<file path="config.mk">
export PLATFORM = sky130hd
export DESIGN_NAME = alu_addsub_pipe
export DESIGN_NICKNAME = d
export VERILOG_FILES = /design/src/rtl/alu_addsub_pipe.sv
export SDC_FILE = /design/constraint.sdc
export NUM_CORES = 1
export LEC_CHECK = 0
export CAP_MARGIN = 20
export CORE_AREA = 2 2 81 75
export CTS_CLUSTER_SIZE = 14
export DETAILED_ROUTE_END_ITERATION = 7
export DIE_AREA = 0 0 83 77
export PLACE_DENSITY = 0.85
export SYNTH_ARGS = -nofsm -noshare
export SYNTH_HDL_FRONTEND = slang
export SYNTH_SLANG_ARGS = --single-unit
</file>
<file path="constraint.sdc">
create_clock -name clk -period 3.2 [get_ports clk]
set_input_delay 0.64 -clock clk [delete_from_list [all_inputs] [get_ports clk]]
set_output_delay 0.64 -clock clk [all_outputs]
set_load 0.1 [all_outputs]
</file>
<file path="src/rtl/alu_addsub_pipe.sv">
// ---------------------------------------------------------------------------
// alu_addsub_pipe
//   Two-stage pipelined signed add/subtract unit with an accumulator mode,
//   optional saturation to the N-bit signed range and registered status flags.
//
// Handshake: a transfer happens on a port in any cycle where valid && ready
//   are both high at the rising edge. A producer holds its payload stable
//   while valid is high and ready is low. in_ready is combinational from
//   out_ready, so a full pipeline can accept a new input in the same cycle
//   that the downstream takes a result.
//
// Ports:
//   clk        clock, all state on rising edge
//   reset      asynchronous, active-high reset
//   in_valid   input transaction present
//   in_ready   block can accept the input this cycle
//   a, b       signed N-bit operands (b ignored for op 10/11)
//   op         00 a-b, 01 a+b, 10 acc+a, 11 load acc with a
//   sat        1 = clamp result to the N-bit signed range
//   out_valid  result present
//   out_ready  downstream accepts the result this cycle
//   ans        signed N+1-bit result
//   ovf        overflow (op 10 wrap) or clamp flag
//   zero       ans == 0
//   neg        ans sign bit
// ---------------------------------------------------------------------------
module alu_addsub_pipe #(
   parameter int N = 8
) (
   input  logic         clk,
   input  logic         reset,
   input  logic         in_valid,
   output logic         in_ready,
   input  logic [N-1:0] a,
   input  logic [N-1:0] b,
   input  logic [1:0]   op,
   input  logic         sat,
   output logic         out_valid,
   input  logic         out_ready,
   output logic [N:0]   ans,
   output logic         ovf,
   output logic         zero,
   output logic         neg
);

   // Internal arithmetic width: one guard bit above the N+1-bit result so
   // that acc+a under saturation never wraps before it is clamped.
   localparam int W = N + 2;

   localparam logic signed [W-1:0] SAT_MAX_W = {{3{1'b0}}, {(N-1){1'b1}}};
   localparam logic signed [W-1:0] SAT_MIN_W = {{3{1'b1}}, {(N-1){1'b0}}};
   localparam logic [N:0]          SAT_MAX   = {2'b00, {(N-1){1'b1}}};
   localparam logic [N:0]          SAT_MIN   = {2'b11, {(N-1){1'b0}}};

   localparam logic [1:0] OP_SUB  = 2'b00;
   localparam logic [1:0] OP_ADD  = 2'b01;
   localparam logic [1:0] OP_ACC  = 2'b10;

   // Stage 1 registers
   logic         s1_valid_q, s1_valid_d;
   logic [N-1:0] a_q, a_d;
   logic [N-1:0] b_q, b_d;
   logic [1:0]   op_q, op_d;
   logic         sat_q, sat_d;

   // Stage 2 registers
   logic         out_valid_q, out_valid_d;
   logic [N:0]   ans_q, ans_d;
   logic         ovf_q, ovf_d;
   logic         zero_q, zero_d;
   logic         neg_q, neg_d;
   logic [N:0]   acc_q, acc_d;

   logic         s2_load;
   logic         in_xfer;

   logic signed [W-1:0] a_x, b_x, acc_x, raw_x;
   logic [N:0]          res;
   logic                res_ovf;

   // Handshake
   always_comb begin
      s2_load  = s1_valid_q && (!out_valid_q || out_ready);
      in_ready = !s1_valid_q || s2_load;
      in_xfer  = in_valid && in_ready;
   end

   // Arithmetic on the stage-1 registers
   always_comb begin
      a_x     = {{2{a_q[N-1]}}, a_q};
      b_x     = {{2{b_q[N-1]}}, b_q};
      acc_x   = {acc_q[N], acc_q};
      raw_x   = a_x;
      res     = '0;
      res_ovf = 1'b0;

      case (op_q)
         OP_SUB:  raw_x = a_x - b_x;
         OP_ADD:  raw_x = a_x + b_x;
         OP_ACC:  raw_x = acc_x + a_x;
         default: raw_x = a_x;
      endcase

      if (sat_q) begin
         if (raw_x > SAT_MAX_W) begin
            res     = SAT_MAX;
            res_ovf = 1'b1;
         end else if (raw_x < SAT_MIN_W) begin
            res     = SAT_MIN;
            res_ovf = 1'b1;
         end else begin
            res     = raw_x[N:0];
         end
      end else begin
         // Only acc+a can leave the N+1-bit range; sub/add of N-bit values fit.
         res = raw_x[N:0];
         if (op_q == OP_ACC)
            res_ovf = (acc_q[N] == a_q[N-1]) && (raw_x[N] != acc_q[N]);
      end
   end

   // Next-state logic
   always_comb begin
      s1_valid_d  = s1_valid_q;
      a_d         = a_q;
      b_d         = b_q;
      op_d        = op_q;
      sat_d       = sat_q;
      out_valid_d = out_valid_q;
      ans_d       = ans_q;
      ovf_d       = ovf_q;
      zero_d      = zero_q;
      neg_d       = neg_q;
      acc_d       = acc_q;

      if (in_xfer) begin
         s1_valid_d = 1'b1;
         a_d        = a;
         b_d        = b;
         op_d       = op;
         sat_d      = sat;
      end else if (s2_load) begin
         s1_valid_d = 1'b0;
      end

      if (s2_load) begin
         out_valid_d = 1'b1;
         ans_d       = res;
         ovf_d       = res_ovf;
         zero_d      = (res == '0);
         neg_d       = res[N];
         if (op_q[1])
            acc_d = res;
      end else if (out_valid_q && out_ready) begin
         out_valid_d = 1'b0;
      end
   end

   always_ff @(posedge clk or posedge reset) begin
      if (reset) begin
         s1_valid_q  <= 1'b0;
         a_q         <= '0;
         b_q         <= '0;
         op_q        <= '0;
         sat_q       <= 1'b0;
         out_valid_q <= 1'b0;
         ans_q       <= '0;
         ovf_q       <= 1'b0;
         zero_q      <= 1'b0;
         neg_q       <= 1'b0;
         acc_q       <= '0;
      end else begin
         s1_valid_q  <= s1_valid_d;
         a_q         <= a_d;
         b_q         <= b_d;
         op_q        <= op_d;
         sat_q       <= sat_d;
         out_valid_q <= out_valid_d;
         ans_q       <= ans_d;
         ovf_q       <= ovf_d;
         zero_q      <= zero_d;
         neg_q       <= neg_d;
         acc_q       <= acc_d;
      end
   end

   assign out_valid = out_valid_q;
   assign ans       = ans_q;
   assign ovf       = ovf_q;
   assign zero      = zero_q;
   assign neg       = neg_q;

endmodule

</file>
* Yosys cells after proc, flatten, opt, wreduce, memory -nomap -nowiden
Cells that the tools add are included.
Storage, ports and cells: flip-flop bits (word level) 42, output and inout port bits 14, logic and storage cells 45
Cells by class: $add $sub $neg 3, order comparisons 2, equality and inequality tests 4, muxes and demuxes 12, reduce and logical (&&, ||, !) cells 13
Operators by type and width (number):
- $pmux 10 s3 | 1
- $mux 9 | 3
- $add 9x8->10 | 1
- $gt 10x8->1 const B | 1
- $lt 10x8->1 const B | 1
- $add 8x8->9 | 1
- $logic_not 9->1 | 1
- $sub 8x8->9 | 1
- $mux 1 | 8
- $logic_and 1x1->1 | 4
- $reduce_bool 2->1 | 2
- $eq 2x1->1 const B | 1
- $eq 2x2->1 const B | 1
- $logic_not 1->1 | 2
- $logic_not 2->1 | 1
- $logic_or 1x1->1 | 2
- $reduce_and 2->1 | 1
- $eq 1x1->1 | 1
- $ne 1x1->1 | 1

* Longest topological paths before layout
Gate-level depths: netlist (run 1).
depth after elaboration 7, depth in mapped cells 11, gate-level depth less buffers 11

* Least setup slack after synthesis (run 1)
OpenSTA, ideal clock, no wires.
kind register to register, from reg out_valid_q, in the netlist out_valid, to reg a_q[0], setup time 0.125 ns, arrival 3.274 ns, required time 3.075 ns, path slack -0.199 ns, stages on the path, launching flop included 5, buffers on the path 1, cells stage by stage dfrtp_1 > nand3b_1 > nand2_1 > clkbuf_1 > mux2_2
On the way: longest elaborated chain between the ends 5
RTL lines:
- start: declaration | line 67 | logic out_valid_q, out_valid_d;
- start signal: assignment | line 178 | out_valid_q <= out_valid_d;
- $logic_not 1->1 | line 83 | s2_load = s1_valid_q && (!out_valid_q || out_ready);
- $logic_or 1x1->1 | line 83
- $logic_and 1x1->1 | line 83
- $logic_or 1x1->1 | line 84 | in_ready = !s1_valid_q || s2_load;
- via in_ready | line 33 | output logic in_ready,
- $logic_and 1x1->1 | line 85 | in_xfer = in_valid && in_ready;
- end signal: assignment | line 162 | a_q <= '0;
- end signal: assignment | line 174 | a_q <= a_d;
- end: declaration | line 61 | logic [N-1:0] a_q, a_d;
The timed path passes the listed nets, and every way through them passes these cells. A chain may end at the register's enable or synchronous reset.

* Final worst setup path (run 1)
from reg a_q[4], to reg zero_q, in the netlist zero
On the way: longest elaborated chain between the ends 7
RTL lines:
- $add 9x8->10 (tied with other cells) | line 100 | OP_ACC: raw_x = acc_x + a_x;
- $pmux 10 s3 * | line 97 | case (op_q)
- $lt 10x8->1 | line 108 | end else if (raw_x < SAT_MIN_W) begin
- $mux 9 | line 108
- $mux 9 | line 105 | if (raw_x > SAT_MAX_W) begin
- $mux 9 * | line 104 | if (sat_q) begin
- $logic_not 9->1 * | line 150 | zero_d = (res == '0);
- end signal: assignment | line 181 | zero_q <= zero_d;
- end: declaration | line 70 | logic zero_q, zero_d;
Every way passes the cells marked *; elsewhere a longest branch is shown, timed or not.

==> results of run 1 <==
[layout make-up]
type	count	area, µm²
Timing Repair Buffer	43	390
Multi-Input combinational cell	243	1870
Inverter	17	63.8
Clock inverter	3	25.0
Sequential cell	41	1030
Clock buffer	5	68.8
Fill cell	449	2030
Tap cell	70	87.6
[timing repair]
| action | 4_1_cts | 5_1_grt |
|---|---|---|
| resized for setup | 0 | 4 |
| setup endpoints to repair | 0 | 1 |
| buffers inserted | 0 | 1 |
| hold endpoints to repair | 0 | 0 |
[per-layer routing]
layer,vias up,wire length [µm],global-route usage [%]
met2,56,3120,34.6
met1,1176,2970,28.3
met5,-,0,0
li1,1192,-,-
met4,0,117,7.38
met3,12,242,3.55
[synthesized netlist by cell type, types with 2 or more instances]
| library cell | count |
|---|---|
| or2_2 | 2 |
| a221oi_1 | 2 |
| o211ai_1 | 5 |
| nand2b_1 | 9 |
| buf_2 | 3 |
| clkbuf_1 | 4 |
| nand3_1 | 2 |
| mux2_2 | 25 |
| nor2_2 | 2 |
| nor2_1 | 24 |
| xnor2_1 | 7 |
| o21a_1 | 6 |
| ha_1 | 25 |
| a31oi_1 | 6 |
| nand2_1 | 28 |
| dfrtp_1 | 41 |
| nor2b_1 | 6 |
| fa_1 | 3 |
| xor2_1 | 4 |
| and3_1 | 2 |
| a2111o_1 | 2 |
| inv_1 | 17 |
| mux2i_1 | 6 |
| a211oi_1 | 2 |
| nor3_1 | 3 |
| o21ai_0 | 10 |
| nand3b_1 | 2 |
| a21o_1 | 4 |
| o31ai_1 | 5 |
| or3_1 | 2 |
| and2_1 | 3 |
| buf_1 | 2 |
| a21oi_1 | 25 |
[per-stage QoR]
stage                     cell area (µm²)  cells  total power [µW]
after detailed placement             3420    413              2780
after CTS                            3510    421              3150
after global placement               3420    413              2710
after global routing                 3530    422              3380
final                                3530    422              3170
after floorplan                      3000    311              2360
[flip-flops by register name, summed over array words and instances (netlist names)]
register / cells
acc_q: 9
ans: 9
a_q: 8
b_q: 8
op_q: 2
out_valid: 1
ovf: 1
s1_valid_q: 1
sat_q: 1
zero: 1
[worst max-delay path by stage]
stage	start	endpoint	slack, ns	depth (start not counted)
after floorplan	out_valid	a_q[0]	0.13	4
after global placement	a_q[0]	zero	0.20	10
after detailed placement	a_q[0]	zero	0.13	10
after CTS	a_q[0]	zero	0.09	10
after global routing	a_q[0]	zero	0.02	10
final	a_q[4]	zero	0.14	9
[report_power, final]
group / internal [µW] / leakage [µW] / switching [µW] / total [µW]
sequential: 673 / 0.000472 / 132 / 805
combinational: 719 / 0.00105 / 1280 / 2000
clock: 158 / 0.0000447 / 205 / 362
total: 1550 / 0.00157 / 1620 / 3170
[cells in the final DEF, fill, tap and decap left out, types with 2 or more instances in the layout]
master           Yosys  routed
nand2b_1             9       9
nand3_1              2       2
a31oi_1              6       6
or3_1                2       2
or2_2                2       2
nor2_1              24      24
clkdlybuf4s50_1      0      22
and3_1               2       2
o21a_1               6       6
o21ai_0             10      10
nor2_2               2       2
mux2_2              25      25
ha_1                25      25
xnor2_1              7       7
o31ai_1              5       5
a2111o_1             2       2
nand3b_1             2       2
o211ai_1             5       5
dfrtp_2              0       2
dfrtp_1             41      39
fa_1                 3       2
inv_1               17      17
mux2i_1              6       6
a221oi_1             2       2
and2_1               3       3
a211oi_1             2       2
nor2b_1              6       5
buf_4                1      20
nor3_1               3       3
nand2_1             28      28
clkbuf_8             0       5
xor2_1               4       4
a21o_1               4       4
a21oi_1             25      24
[cell families after synthesis]
family | after synthesis | synth area share, %
buf+inv | 27 | 3.64
flops | 41 | 34.3
xor+xnor | 11 | 3.22
simple gates | 91 | 15.0
compound gates | 81 | 19.2
mux | 32 | 12.2
fa+ha+maj | 28 | 12.5
[critical path: stages (launching register included)]
cell and delay (ns):
dfrtp_1 0.45, ha_1 0.44, nor2_2 0.23, o21ai_2 0.13
a2111oi_4 0.31, o22ai_1 0.17, a21o_4 0.24, a2111o_1 0.41
a2111o_1 0.40, o31ai_2 0.19
==> summary.txt, run 1 <==
Critical path
  • CP Launch Type: register
  • CP Capture Type: register
  • Worst Setup Path Type: register to register
  • WP data required: about 3.4 ns
  • Capturing point of the worst reg2reg path: zero
  • Critical Path Fanout Max: 7
  • Critical Path AT: between 3 and 4 ns
  • R2r setup slk: 0.14 ns
  • Worst R2R Path Depth: 9
  • RR Startpoint: a_q[4]

Place
  • Final Wtd Congestion: 0.902
  • I/O Buffers: 36
  • Post-DP HPWL: 5070 µm
  • Pre-CTS WS: 0.127 ns

Detailed routing
  • Avg WL per Cell: 15.3 µm
  • DRT Pass-1 Iters: 4
  • DRT Wirelength: between 6000 and 7000 µm
  • DRT iter0 DRCs: 164
  • Via/cell ratio: roughly 5.8
  • DR vias: 2436
  • DRC: 0
  • Post-DRT Antenna Nets: 0

Floorplan
  • Core ar.: 5560 µm²
  • Initial Util: 53.8%
  • Die ar.: ~6400 µm²
  • Chip height: ~77 µm
  • # rows: 26
  • Die W: 83 µm
  • IO Count: 37

Layout
  • Area grow syn2layout: 18.0%
  • Post-layout util: 63.5%
  • Ant diodes: 0
  • Share of layout cells above drive strength 1: 21.0%
  • Nets: 402

Synth
  • Post-Syn Nets: 362
  • Post-synth EDFFs: 0
  • Yosys cell types: 55
  • Top post-synthesis cells by area: dfrtp_1 (34%), ha_1 (10%), mux2_2 (9.4%)
  • Mapped cell area: 2990 µm²
  • Avg Cell Area, Syn: 9.63 µm²
  • Synth Warn #: 0
  • Post-synth top flop: dfrtp_1
  • Post-synthesis cell count: 311
  • Register area share after synthesis: 34.3%
  • Yosys top cell by area: dfrtp_1
  • Synth top area share: 34.3%
  • Number of synthesized register bits: 41
  • Asr flop ratio synth: 100%

Timing
  • Final Hold Viols: 0
  • Final setup margin: around 0.14 ns
  • Max frequency: 327 MHz
  • Sum of negative setup slack: 0 ns
  • Final worst-path cycle share: 95.7%
  • Final min period: 3.06 ns
  • Max-slew headroom: 46.0%
  • Final setup fails: 0
  • RSZ-0062 raised after global routing: no
  • Final Skew: 0.00937 ns
  • Hold Slack: about 0.49 ns
  • Max-slew violation count: 0
  • Worst Tran Pin Value: 0.809 ns

Min path
  • Worst Hold Depth: 2
  • Hold path startpoint: ans[5]
  • Worst Hold End: ans[5]
  • Worst hold-check path type: register to register

GRT
  • Largest net degree at the start of global routing: 23
  • Vias in the first global route: 2361
  • Total track usage: between 20% and 30%
  • GR Overflow Total: 0
  • Initial antenna violation count: 0
  • First-pass GRT wire length: 11000 µm

Clock network
  • H-tree depth: 2
  • Cts bufs inserted: 5
  • Clock slew at reported path FFs: roughly 0.090 ns
  • CTS Root Cell: clkbuf_8
  • Clk Latency, worst-skew pair: between 0.3 and 0.4 ns
  • Sinks on Clock Net: 41
  • CTS tree: built
  • Clk buf depth: 2
  • Post-CTS Hold Buffers: 0

Power and ir drop
  • Power Density: 897 nW/µm²
  • Static Leakage: 0.00157 µW
  • Peak VDD IR: ~710 µV

Run
  • MaxCap Viol Count: 0

Status
  • Status: completed
(Power assumes the default switching activity.)
==> run 2, diff against run 1 <==
Settings changed: PLACE_DENSITY 0.85 to 0.86, REMOVE_ABC_BUFFERS set to 1.
==> summary.txt, run 2 (synthesized netlist as in run 1, its figures left out) <==
Critical path
  • Slowest stage delay, CP: 0.43 ns
  • CP Capture Type: register
  • WP data required: 3.41 ns
  • CP Cell Sequence: ha_1, fa_1, a21oi_2, o211ai_1, a31oi_1, xnor2_1, a21o_4, a2111o_1, a2111o_1, o31ai_2
  • CP most frequent cell: a2111o_1
  • Critical Path AT: 3.26 ns
  • Critical Path Fanout Max: 7
  • CP Launch Type: register
  • CP max stage cell: dfrtp_1
  • Worst Setup Path Type: register to register

Clock network
  • Cts bufs inserted: 5
  • CTS tree: built
  • Sinks on Clock Net: 41
  • Clock slew at reported path FFs: ~0.10 ns
  • Post-CTS Hold Buffers: 0
  • CTS Root Cell: clkbuf_8
  • Clk Latency, worst-skew pair: 0.31 ns
  • H-tree depth: 2
  • Clk buf depth: 2

Detailed routing
  • Avg WL per Cell: roughly 15 µm
  • DRT iter0 DRCs: 150
  • DRT Pass-1 Iters: 4
  • DRC: 0
  • Post-DRT Antenna Nets: 0
  • Via/cell ratio: about 5.7
  • DRT Wirelength: 6440 µm
  • DR vias: 2416

Place
  • Final Wtd Congestion: about 0.93
  • Post-DP HPWL: 5030 µm
  • # placed instances: 414
  • I/O Buffers: 36

Timing
  • Worst Tran Pin Value: ~0.52 ns
  • Max-slew headroom: 65.5%
  • Final min period: 3.05 ns
  • Sum of negative setup slack: 0 ns
  • Final setup fails: 0
  • Final Hold Viols: 0
  • Final worst-path cycle share: 95.4%
  • RSZ-0062 raised after global routing: no
  • Final Skew: between 0.015 and 0.02 ns
  • Max-slew violation count: 0
  • Max frequency: between 300 and 400 MHz

Floorplan
  • Die ar.: 6390 µm²
  • Initial Util: 53.8%
  • # rows: 26
  • Die W: 83 µm
  • Core ar.: 5560 µm²
  • Chip height: 77 µm
  • IO Count: 37

Layout
  • Area grow syn2layout: 17.3%
  • Ant diodes: 0
  • Most frequent cells in the layout: dfrtp_1 (40), nand2_1 (28), mux2_2 (25), ha_1 (25)
  • Nets: 402
  • Post-Layout Cell Count: 422
  • Post-layout util: a little over three fifths
  • Most common cell after layout, fill and taps aside: dfrtp_1
  • Share of layout cells above drive strength 1: 20.2%

GRT
  • GR Overflow Total: 0
  • Vias in the first global route: 2406
  • First-pass GRT wire length: 11200 µm
  • Largest net degree at the start of global routing: 42
  • Initial antenna violation count: 0
  • Total track usage: 21.4%

Power and ir drop
  • Static Leakage: 0.00157 µW
  • Sequential Power Share: 25.4%
  • Cell Int Power: 1540 µW
  • Power Density: 896 nW/µm²
  • Switch share: 51.2%
  • Clk pwr share: between 10% and 20%
  • Peak VDD IR: 527 µV
  • Psw: 1610 µW
  • Gate power share: 63.1%

Run
  • MaxCap Viol Count: 0

Min path
  • Worst hold-check path type: register to register

Status
  • Status: completed
## run 2: cell counts in the layout (fill, tap and decap cells not counted)
No cell type changed its count.
## run 2: final timing paths
| kind | startpoint | endpoint | slack, ns | depth (start not counted) |
|---|---|---|---|---|
| min reg2reg | ans[5] | ans[5] | 0.49 | 2 |
| max in group asynchronous | reset | a_q[1] | 2.07 | 3 |
| min in group asynchronous | reset | out_valid | 0.75 | 3 |
| max | a_q[0] | zero | 0.15 | 10 |
| max reg2reg | a_q[0] | zero | 0.15 | 10 |
| min | ans[5] | ans[5] | 0.49 | 2 |
## run 2: layout make-up
cell class	count	area, µm²
Fill cell	465	2050
Multi-Input combinational cell	243	1860
Sequential cell	41	1030
Timing Repair Buffer	43	378
Tap cell	70	87.6
Clock buffer	5	68.8
Inverter	17	63.8
Clock inverter	3	25.0
## run 2: power by group through the flow
stage / combinational [µW] / sequential [µW] / clock, µW
global placement: 1920 / 803 / 0
CTS: 1970 / 800 / 368
finish: 1990 / 800 / 362
global route: 2150 / 824 / 394
detailed placement: 1960 / 810 / 0
floorplan: 1040 / 1300 / 0
## run 2: routing by layer
metal | GRT usage [%] | routed length, µm
met1 | 28.5 | 2990
met2 | 35.6 | 3110
met3 | 3.88 | 240
met4 | 6.56 | 99
met5 | 0 | 0
## run 2: metrics by stage
step,worst slack [ns],hold slack (ns),area (µm²),total power (µW)
after floorplan,-0.0741,0.453,2950,2340
after global placement,0.206,0.478,3410,2720
after detailed placement,0.129,0.472,3410,2770
after CTS,0.0924,0.491,3510,3140
after global routing,0.00283,0.528,3510,3360
final,0.148,0.487,3510,3150
## run 2: timing repair
action	CTS	global route
buffers inserted	0	0
endpoints found under the hold margin	0	0
gates resized for setup	0	3
endpoints found under the setup margin	0	1
## run 2: critical path, delay by kind of cell, from the launching register on
family | cells | cell delay [ns]
AO/OA/AOI/OAI | 7 | 1.77
flip-flops | 1 | 0.43
XOR/XNOR | 1 | 0.10
adder cells (fa/ha/maj) | 2 | 0.66
==> run 3, diff against run 2 <==
Settings changed: ABC_AREA set to 1, CORE_AREA 2 2 81 75 to 2 2 83 77, DIE_AREA 0 0 83 77 to 0 0 85 79, PLACE_DENSITY 0.86 to 0.87.
==> summary.txt, run 3 <==
Status
  • Status: completed

Critical path
  • Critical Path Start: a_q[1]
  • Critical Path AT: 2.99 ns
  • Worst Setup Path Type: register to register
  • CP max stage cell: dfrtp_1
  • CP most frequent cell: nand2_1
  • CP Capture Type: register
  • Slowest stage delay, CP: 0.52 ns
  • RR Startpoint: a_q[1]
  • CP Launch Type: register
  • Critical Path Fanout Max: 15
  • Buf/Inv on CP: 2
  • WP depth: 13
  • Delay-heaviest family, CP: simple AND/OR/NAND/NOR gates
  • Capturing point of the worst reg2reg path: acc_q[6]
  • Setup crit end: acc_q[6]
  • Worst R2R Path Depth: 13
  • WP data required: 3.38 ns
  • CP Cell Sequence: inv_1, fa_1, inv_1, nand3_1, nand2_1, nand2_1, nand2_1, nand2_1, nand2_1, nand4_4, o21ai_4, nand2_1, mux2_2
  • R2r setup slk: 0.39 ns

Synth
  • Post-synth EDFFs: 0
  • Top post-synthesis cells by area: dfrtp_1 (32%), nand2_1 (13%), ha_1 (9.7%)
  • Post-synth top flop: dfrtp_1
  • Yosys top cell by area: dfrtp_1
  • Asr flop ratio synth: 100%
  • Commonest cells post-synth: nand2_1 (113), nor2_1 (52), inv_1 (50)
  • Avg Cell Area, Syn: 7.40 µm²
  • Post-synthesis cell count: 436
  • Number of synthesized register bits: 41
  • Mapped cell area: between 3000 and 4000 µm²
  • Most numerous cell in the Yosys netlist: nand2_1
  • Synth top area share: 31.8%
  • Yosys cell types: 37
  • Synth Warn #: 0
  • Register area share after synthesis: 31.8%

Floorplan
  • IO Count: 37
  • Core ar.: around 6000 µm²
  • Die W: 85 µm
  • Initial Util: 54.6%
  • # rows: 27
  • Die ar.: about 6700 µm²
  • Chip height: 79 µm

Layout
  • Ant diodes: 0
  • Fillcell total: 494
  • Post-layout util: 62.5%
  • Nets: roughly 520
  • Most common cell after layout, fill and taps aside: nand2_1
  • Share of layout cells above drive strength 1: 14.6%
  • Most frequent cells in the layout: nand2_1 (113), nor2_1 (52), inv_1 (50)
  • Area grow syn2layout: 14.4%

Timing
  • Max-slew headroom: 63.9%
  • Max frequency: 356 MHz
  • Final worst-path cycle share: 87.8%
  • RSZ-0062 raised after global routing: no
  • Final min period: around 2.8 ns
  • Final setup fails: 0
  • Max-slew violation count: 0
  • Sum of negative setup slack: 0 ns
  • Final Hold Viols: 0
  • Final Skew: 0.00560 ns
  • Worst Tran Pin Value: 0.541 ns

Detailed routing
  • DRT Wirelength: 7830 µm
  • DR vias: 3009
  • DRT iter0 DRCs: 233
  • DRT Pass-1 Iters: 5
  • DRC: 0
  • Avg WL per Cell: about 14 µm
  • Via/cell ratio: 5.53
  • Post-DRT Antenna Nets: 0

Clock network
  • CTS Root Cell: clkbuf_8
  • Clock slew at reported path FFs: 0.08 ns
  • CTS tree: built
  • Post-CTS sizing: 0
  • Clk buf depth: 2
  • Post CTS Setup Buffer Count: 0
  • Clk Latency, worst-skew pair: 0.30 ns
  • Sinks on Clock Net: 41
  • Cts bufs inserted: 5
  • Post-CTS Hold Buffers: 0
  • H-tree depth: 2

GRT
  • Most used routing layer: met2
  • Initial antenna violation count: 0
  • Total track usage: 24.1%
  • Largest net degree at the start of global routing: 42
  • Grt met3 use: 3.95%
  • GR Overflow Total: 0
  • Met2 usage: 38.8%
  • First-pass GRT wire length: about 13000 µm
  • GR Util met1: 34.2%
  • Vias in the first global route: about 2700

Power and ir drop
  • Sequential Power Share: 23.9%
  • Gate power share: 64.1%
  • Peak VDD IR: 844 µV
  • Clk pwr share: 12.0%
  • Switch share: 54.2%
  • Psw: ~1800 µW
  • Cell Int Power: roughly 1600 µW
  • Power Density: 924 nW/µm²
  • Static Leakage: 0.00187 µW

Place
  • I/O Buffers: 36
  • Final Wtd Congestion: between 0.9 and 1
  • Post-DP HPWL: 6060 µm

Min path
  • Worst hold-check path type: register to register

Run
  • MaxCap Viol Count: 0
[run 3: cell type report]
type                            count  area (µm²)  share of cell area [%]
Multi-Input combinational cell    325        1890                    51.2
Clock inverter                      2        35.0                   0.949
Clock buffer                        5        68.8                    1.86
Timing Repair Buffer               40         355                    9.62
Tap cell                           72        90.1                    2.44
Sequential cell                    41        1030                    27.8
Inverter                           59         226                    6.13
[run 3: through the flow]
step	std cells	setup slack (ns)	power, µW	instance area, µm²	hold WS, ns
floorplan	425	-0.272	2490	3140	0.485
CTS	544	0.425	3390	3690	0.523
global placement	537	0.563	2920	3590	0.471
global route	544	0.169	3650	3690	0.546
detailed placement	537	0.449	2960	3590	0.502
finish	544	0.392	3410	3690	0.518
[run 3: kinds of logic (layout without fill, tap and decap cells)]
| kind of cell | count (synthesis) | count (layout) | synth area share, % |
|---|---|---|---|
| adders and majority gates | 28 | 28 | 11.6 |
| buffers and inverters | 70 | 106 | 9.61 |
| AOI/OAI and AO/OA | 63 | 63 | 11.7 |
| DFF | 41 | 41 | 31.8 |
| muxes | 15 | 15 | 5.23 |
| and+or+nand+nor | 219 | 219 | 30.1 |
[run 3: tightest hold or removal path: cells and delay by family (launching register included)]
family        cells  cell delay [ns]
flops             1             0.36
simple gates      2             0.13
[run 3: per-layer routing]
metal	part of all wire, %	wire length [µm]
met4	1.5	120
met3	7.1	552
met5	0	0
met1	46	3620
met2	45	3530
[run 3: power by group through the flow]
stage	combinational, µW	sequential (µW)	clock (µW)
6_report	2190	814	411
5_1_grt	2380	833	439
4_1_cts	2150	813	423
3_5_place_dp	2140	823	0
3_3_place_gp	2110	816	0
2_1_floorplan	1180	1310	0
[run 3: worst min-delay path by stage]
| stage | startpoint | endpoint | slack (ns) | depth (start not counted) |
|---|---|---|---|---|
| after floorplan | acc_q[0] | acc_q[0] | 0.48 | 1 |
| after global placement | zero | zero | 0.47 | 2 |
| after detailed placement | zero | zero | 0.50 | 2 |
| after CTS | zero | zero | 0.52 | 2 |
| after global routing | zero | zero | 0.55 | 2 |
| final | zero | zero | 0.52 | 2 |
